## src/rtl/pkg_hamming.sv

```systemverilog
// Shared definitions for the extended Hamming(8,4) link: widths, bit positions,
// syndrome computation and error classification.
package pkg_hamming;

  localparam int unsigned COD_W = 8;
  localparam int unsigned DAT_W = 4;

  // cod[i-1] holds Hamming position i; cod[7] is global even parity.
  localparam int unsigned POS_P1 = 0;
  localparam int unsigned POS_P2 = 1;
  localparam int unsigned POS_P4 = 3;
  localparam int unsigned POS_D0 = 2;
  localparam int unsigned POS_D1 = 4;
  localparam int unsigned POS_D2 = 5;
  localparam int unsigned POS_D3 = 6;
  localparam int unsigned POS_PG = 7;

  typedef enum logic [1:0] {SIN_ERROR, SIMPLE, DOBLE} err_t;

  function automatic logic [2:0] syndrome(input logic [COD_W-1:0] cod);
    logic [2:0] s;
    s[0] = cod[POS_P1] ^ cod[POS_D0] ^ cod[POS_D1] ^ cod[POS_D3];
    s[1] = cod[POS_P2] ^ cod[POS_D0] ^ cod[POS_D2] ^ cod[POS_D3];
    s[2] = cod[POS_P4] ^ cod[POS_D1] ^ cod[POS_D2] ^ cod[POS_D3];
    return s;
  endfunction

  function automatic err_t classify(input logic [2:0] s, input logic pg);
    err_t e;
    if (pg) begin
      e = SIMPLE;
    end else if (s != 3'd0) begin
      e = DOBLE;
    end else begin
      e = SIN_ERROR;
    end
    return e;
  endfunction

endpackage

```

## src/rtl/calc_sindrome.sv

```systemverilog
// Combinational syndrome and global parity of an extended Hamming(8,4) word.
module calc_sindrome
  import pkg_hamming::*;
(
  input  logic [COD_W-1:0] cod,
  output logic [2:0]       s,
  output logic             pg
);

  assign s  = syndrome(cod);
  assign pg = ^cod;

endmodule

```

## src/rtl/modulo_corrector.sv

```systemverilog
// SEC/DED correction stage: two-stage valid/ready pipeline with saturating
// single/double error counters.
module modulo_corrector
  import pkg_hamming::*;
#(
  parameter int unsigned CNT_W = 8
) (
  input  logic             clk,
  input  logic             rst,
  input  logic             in_valid,
  output logic             in_ready,
  input  logic [COD_W-1:0] in_cod,
  output logic             out_valid,
  input  logic             out_ready,
  output logic [COD_W-1:0] out_cod,
  output logic [2:0]       sindrome,
  output logic             err_simple,
  output logic             err_doble,
  input  logic             clr_cnt,
  output logic [CNT_W-1:0] cnt_simple,
  output logic [CNT_W-1:0] cnt_doble
);

  localparam logic [CNT_W-1:0] CntMax = {CNT_W{1'b1}};

  logic             en;
  logic             xfer;
  logic [2:0]       syn_in;
  logic             pg_in;

  logic             valid_q;
  logic [COD_W-1:0] cod_q;
  logic [2:0]       syn_q;
  logic             pg_q;

  err_t             err_c;
  logic [COD_W-1:0] cor_c;

  // Both stages advance together; a full output with no taker freezes the pipe.
  assign en       = !out_valid || out_ready;
  assign in_ready = en;
  assign xfer     = out_valid && out_ready;

  calc_sindrome u_calc_sindrome (
    .cod (in_cod),
    .s   (syn_in),
    .pg  (pg_in)
  );

  always_ff @(posedge clk or posedge rst) begin
    if (rst) begin
      valid_q <= 1'b0;
      cod_q   <= '0;
      syn_q   <= '0;
      pg_q    <= 1'b0;
    end else if (en) begin
      valid_q <= in_valid;
      cod_q   <= in_cod;
      syn_q   <= syn_in;
      pg_q    <= pg_in;
    end
  end

  always_comb begin
    err_c = classify(syn_q, pg_q);
    cor_c = cod_q;
    if (err_c == SIMPLE) begin
      if (syn_q == 3'd0) begin
        cor_c[POS_PG] = ~cod_q[POS_PG];
      end else begin
        cor_c = cod_q ^ (COD_W'(1) << (syn_q - 3'd1));
      end
    end
  end

  always_ff @(posedge clk or posedge rst) begin
    if (rst) begin
      out_valid  <= 1'b0;
      out_cod    <= '0;
      sindrome   <= '0;
      err_simple <= 1'b0;
      err_doble  <= 1'b0;
    end else if (en) begin
      out_valid  <= valid_q;
      out_cod    <= cor_c;
      sindrome   <= syn_q;
      err_simple <= valid_q && (err_c == SIMPLE);
      err_doble  <= valid_q && (err_c == DOBLE);
    end
  end

  // Counting on the transfer edge only makes stalled presentations count once.
  always_ff @(posedge clk or posedge rst) begin
    if (rst) begin
      cnt_simple <= '0;
      cnt_doble  <= '0;
    end else if (clr_cnt) begin
      cnt_simple <= '0;
      cnt_doble  <= '0;
    end else if (xfer) begin
      if (err_simple && cnt_simple != CntMax) cnt_simple <= cnt_simple + 1'b1;
      if (err_doble && cnt_doble != CntMax)   cnt_doble  <= cnt_doble + 1'b1;
    end
  end

endmodule

```

## config.mk

```make
export PLATFORM = sky130hd
export DESIGN_NAME = modulo_corrector
export DESIGN_NICKNAME = d
export VERILOG_FILES = /design/src/rtl/pkg_hamming.sv /design/src/rtl/calc_sindrome.sv /design/src/rtl/modulo_corrector.sv
export SDC_FILE = /design/constraint.sdc
export NUM_CORES = 1
export LEC_CHECK = 0
export ABC_AREA = 1
export BUFFER_PORTS_ARGS = -buffer_cell sky130_fd_sc_hd__buf_2
export CORE_AREA = 5 5 99 101
export DETAILED_ROUTE_END_ITERATION = 12
export DIE_AREA = 0 0 104 106
export PLACE_DENSITY_LB_ADDON = 0.25
export SLEW_MARGIN = 20
export SYNTH_ARGS = -nofsm -noshare
export SYNTH_HDL_FRONTEND = slang
export SYNTH_HIERARCHICAL = 1
export SYNTH_SLANG_ARGS = --single-unit
```

## constraint.sdc

```tcl
create_clock -name clk -period 2.8 [get_ports clk]
set_input_delay 0.7 -clock clk [delete_from_list [all_inputs] [get_ports clk]]
set_output_delay 0.7 -clock clk [all_outputs]
set_load 0.005 [all_outputs]
```

## Word-level counts from Yosys, hierarchy flattened

Cells that the tools add are included.

| operators by class | value |
|---|---|
| add/sub/neg operators | 3 |
| equal/unequal tests | 4 |
| shifts and indexed selects | 1 |
| mux-type cells | 11 |
| bitwise operators | 11 |
| reductions and logical operators | 15 |

Operators with widths:

| cell | count |
|---|---|
| two-way mux 8 bit | 7 |
| adder 8 x 1 -> 8 bit, second input constant | 2 |
| != test 8 bit, second input constant | 2 |
| bitwise XOR 1 bit | 9 |
| XOR reduction 8 bit | 1 |
| left shift 1 x 3 -> 8 bit, first input constant | 1 |
| bitwise XOR 8 bit | 1 |
| two-way mux 7 bit | 1 |
| nonzero test 2 bit | 3 |
| logical AND 1 bit | 5 |
| two-way mux 2 bit | 2 |
| AND reduction 2 bit | 2 |
| logical NOT 3 bit | 1 |
| nonzero test 3 bit | 1 |
| subtractor 3 x 1 -> 3 bit, second input constant | 1 |
| == test 2 x 1 -> 1 bit, second input constant | 1 |
| == test 2 bit, second input constant | 1 |
| logical NOT 1 bit | 1 |
| logical OR 1 bit | 1 |
| two-way mux 1 bit | 1 |
| NOT 1 bit | 1 |

| storage, ports and cells | value |
|---|---|
| register bits | 43 |
| input bits | 13 |
| output and inout port bits | 31 |
| logic and storage cells | 56 |

## Logic depth before layout (Yosys ltp)

| depth | value |
|---|---|
| depth in word-level cells | 5 |
| mapped depth | 10 |
| gate-level depth less buffers | 10 |

## Modules after synthesis

Netlist, hierarchy kept.

Modules (own cells, without submodules):

| module | instances | cells each | area each (um^2) | seq. area each (um^2) |
|---|---|---|---|---|
| modulo_corrector | 1 | 291 | 2,323.5 | 1,076.0 |
| calc_sindrome | 1 | 49 | 224.0 | 0.0 |

## Worst setup path after synthesis

OpenSTA, ideal clock, no wires.

| timing path | value |
|---|---|
| path kind | in2out |
| from | in out_ready |
| to | out in_ready |
| data arrival time | 1,200 ps |
| data required time | 2,100 ps |
| setup slack | 900 ps |
| stages on the path | 3 |
| path buffers | 2 |
| cells stage by stage | or2_4 buf_6 buf_6 |

| between the ends | value |
|---|---|
| longest elaborated chain between the ends | 1 |

RTL lines:

| element | line | text |
|---|---|---|
| start: declaration | modulo_corrector.sv:14 | `input logic out_ready,` |
| logical OR 1 bit | modulo_corrector.sv:40 | `assign en = !out_valid \|\| out_ready;` |
| end: declaration | modulo_corrector.sv:11 | `output logic in_ready,` |

Every way passes these cells.

## Worst setup path after layout

Same ends and word-level chain as after synthesis.

==> impl_results.md <==
- Seq. cell area: roughly 1100 um2
- Setup bufs post-CTS: 0
- Comb power frac: a little over a fifth
- #FFs+latches synth: 43
- Mapped Nets: 355
- HP Class: reg2reg
- Clock latency on the worst-skew pair: 0.30 ns
- Die Height: 106 um
- Initial Util: 28.5%
- Die area: about 11000 um2
- Sequential power share: 47.1%
- Setup TNS: 0 ns
- Detailed-route DRC error count: 0
- Antenna violations before repair: 0
- Synth Flop Type: dfrtp_1
- Synth area leader: dfrtp_1
- Post-route minimum period: about 1.9 ns
- Hold_buf cts: 0
- Multi-input gate area: 1230 um2
- Die width: 104 um
- Filler Cells Inserted: ~980
- Pwr per Cell Area: 550 nW/um2
- CTS Root Cell: clkbuf_8
- VDD IR max: 0.223 mV
- Port buffer count: 43
- Clock power share: 31.5%
- Setup violators final: 0
- Final hold vios: 0
- Worst-Margin Slew: 0.549 ns
- Status: complete, no violations
- Power, Total: 1630 uW
- Worst clock skew: 0.00799 ns
- CTS buffer count: 5
- CTS max path bufs: 2
- # diodes: 0
- Switching power: between 500 and 600 uW
- Leak Pwr: 0.00151 uW
- Final period util: 68.1%
- Sw Share: 31.3%
- Pint: 1120 uW
- Sequential area share after synthesis: 42.2%
- Fin. max-slew vios: 0
- Post-place setup slack: just under 0.9 ns
- First drt pass iteration count: 4
- Mapped Area: 2550 um2
- Global Route Usage Sum: 10.7%
- Critical path endpoint category: output port
- Hold Slack: slightly below 0.5 ns
- Drt wl/cell: 11.4 um
- Top cells by count, synth: 119 x nand2_1, 43 x dfrtp_1, 41 x inv_1
- Area grow syn2layout: 16.5%
- Peak Freq: between 500 and 600 MHz
- Final HPWL DP: roughly 4.2 mm
- Worst Path Max Fanout: 2
- Detailed Route Iter0 Violations: around 100
- Unrepaired setup endpoints after global routing: no
- Clock-pin slew on the worst setup and hold paths: 0.08 ns
- Overflow after GRT: 0
- First-pass GRT wire length: 9.84 mm
- Final worst slack: ~0.89 ns
- TritonCTS clock tree: built
- Top-count cell post-synth: nand2_1
- CP startpoint kind: input pin
- H-tree depth: 2
- Layout cell share with drive strength beyond 1: 22.9%
- Crit path required time: around 2.1 ns
- Total number of vias: 2172
- Critical path arrival: 1.21 ns
- Resized Gates After CTS: 0
- Max_slew headroom: a little under two thirds
- Final net count: between 300 and 400
- CP Class: in2out
- Post-synthesis async set-or-reset flop share: 100%
- Syn_area_per_cell: 7.49 um2
- Synthesis warning total: 6
- ANT nets after route: 0
- Cell count after synthesis: 340
- Cell Rows: 35
- Share of the synthesized area in the top cell type: between 40% and 50%
- Vias/cell: 4.38
- Top area cells in the synthesized netlist: dfrtp_1 42%, nand2_1 18%, inv_1 6.0%
- Max Cap Viol: 0
- Vias in the first global route: 2107
- Core area: slightly below 9000 um2
- Synth unique cells: 27
- EDFF count, synth: 0
- Final wirelength: 5.63 mm
- Routability cong.: roughly 0.84
- Clock Sink Count: 43
- Largest net degree at the start of global routing: 44
- # IOs: 44
## logic make-up after synthesis
family,Yosys count,synth area share (%)
xor gates and xnor gates,13,4.47
buffers and inverters,54,9.63
and+or+nand+nor,201,35.4
adders and majority gates,2,0.982
AOI/OAI and AO/OA,27,7.32
DFF,43,42.2
## cell type report
type / count / share of cell area, %
inverter: 46 / 5.99
clock buffer: 6 / 2.78
timing repair buffer: 45 / 7.76
tap: 111 / 4.68
multi-input combinational: 243 / 41.3
clock inverter: 2 / 1.18
sequential: 43 / 36.3
## placed cells by master, fill, tap and decap left out
master and instances:
nand2_2 7, inv_1 40, clkbuf_8 6, o21ai_2 13, nand3_1 27, nor2_1 24, inv_4 1, clkinv_2 3
clkinv_1 1, or2_4 1, o21bai_1 1, nor3b_1 2, inv_2 2, buf_4 2, dfrtp_1 43, buf_2 43
or2_2 1, nand2_1 119, nor2_4 4, nor2_2 2, xnor2_1 5, bufinv_16 1, ha_1 2, nand2_4 2
nand4_1 12, a21oi_1 3, xor2_1 8, o21ai_1 5, o21ai_0 5
## power groups by stage
| stage | combinational (uW) | sequential, uW | clock [uW] |
|---|---|---|---|
| finish | 349 | 768 | 514 |
| global route | 406 | 781 | 558 |
| CTS | 360 | 769 | 535 |
| detailed placement | 359 | 782 | 0 |
| global placement | 354 | 780 | 0 |
| floorplan | 258 | 761 | 0 |
## sequential cells by signal (all words and copies together) (netlist names)
register,cells
cnt_doble,8
cnt_simple,8
cod_q,8
err_doble,1
err_simple,1
out_cod,8
out_valid,1
pg_q,1
sindrome,3
syn_q,3
valid_q,1
## worst max-delay path: stages
cell,delay (ns)
buf_2,0.12
or2_4,0.26
buf_2,0.13
## through the flow
step                utilization, %  cells  cell area [um2]
floorplan                        -    340             2550
global route                  33.2    496             2970
global placement              31.9    488             2850
detailed placement            31.9    488             2850
finish                        33.2    496             2970
CTS                           33.2    496             2970
## final timing paths
check | startpoint | slack, ns | to | depth (start not counted)
setup / recovery | out_ready | 0.89 | in_ready | 3
hold / removal | sindrome[1] | 0.49 | sindrome[1] | 2
setup reg to reg | out_valid | 1.29 | sindrome[1] | 6
hold reg to reg | sindrome[1] | 0.49 | sindrome[1] | 2
max in group asynchronous | rst | 1.90 | out_cod[2] | 3
min in group asynchronous | rst | 0.52 | cnt_doble[2] | 3
## metal layers
metal	track usage [%]	vias to the layer above	routed length, um
li1	-	1143	-
met1	13.4	989	2620
met2	18.2	34	2710
met3	2.79	6	230
met4	2.96	0	64
met5	0	-	0
Power figures use the tool's default switching activity.
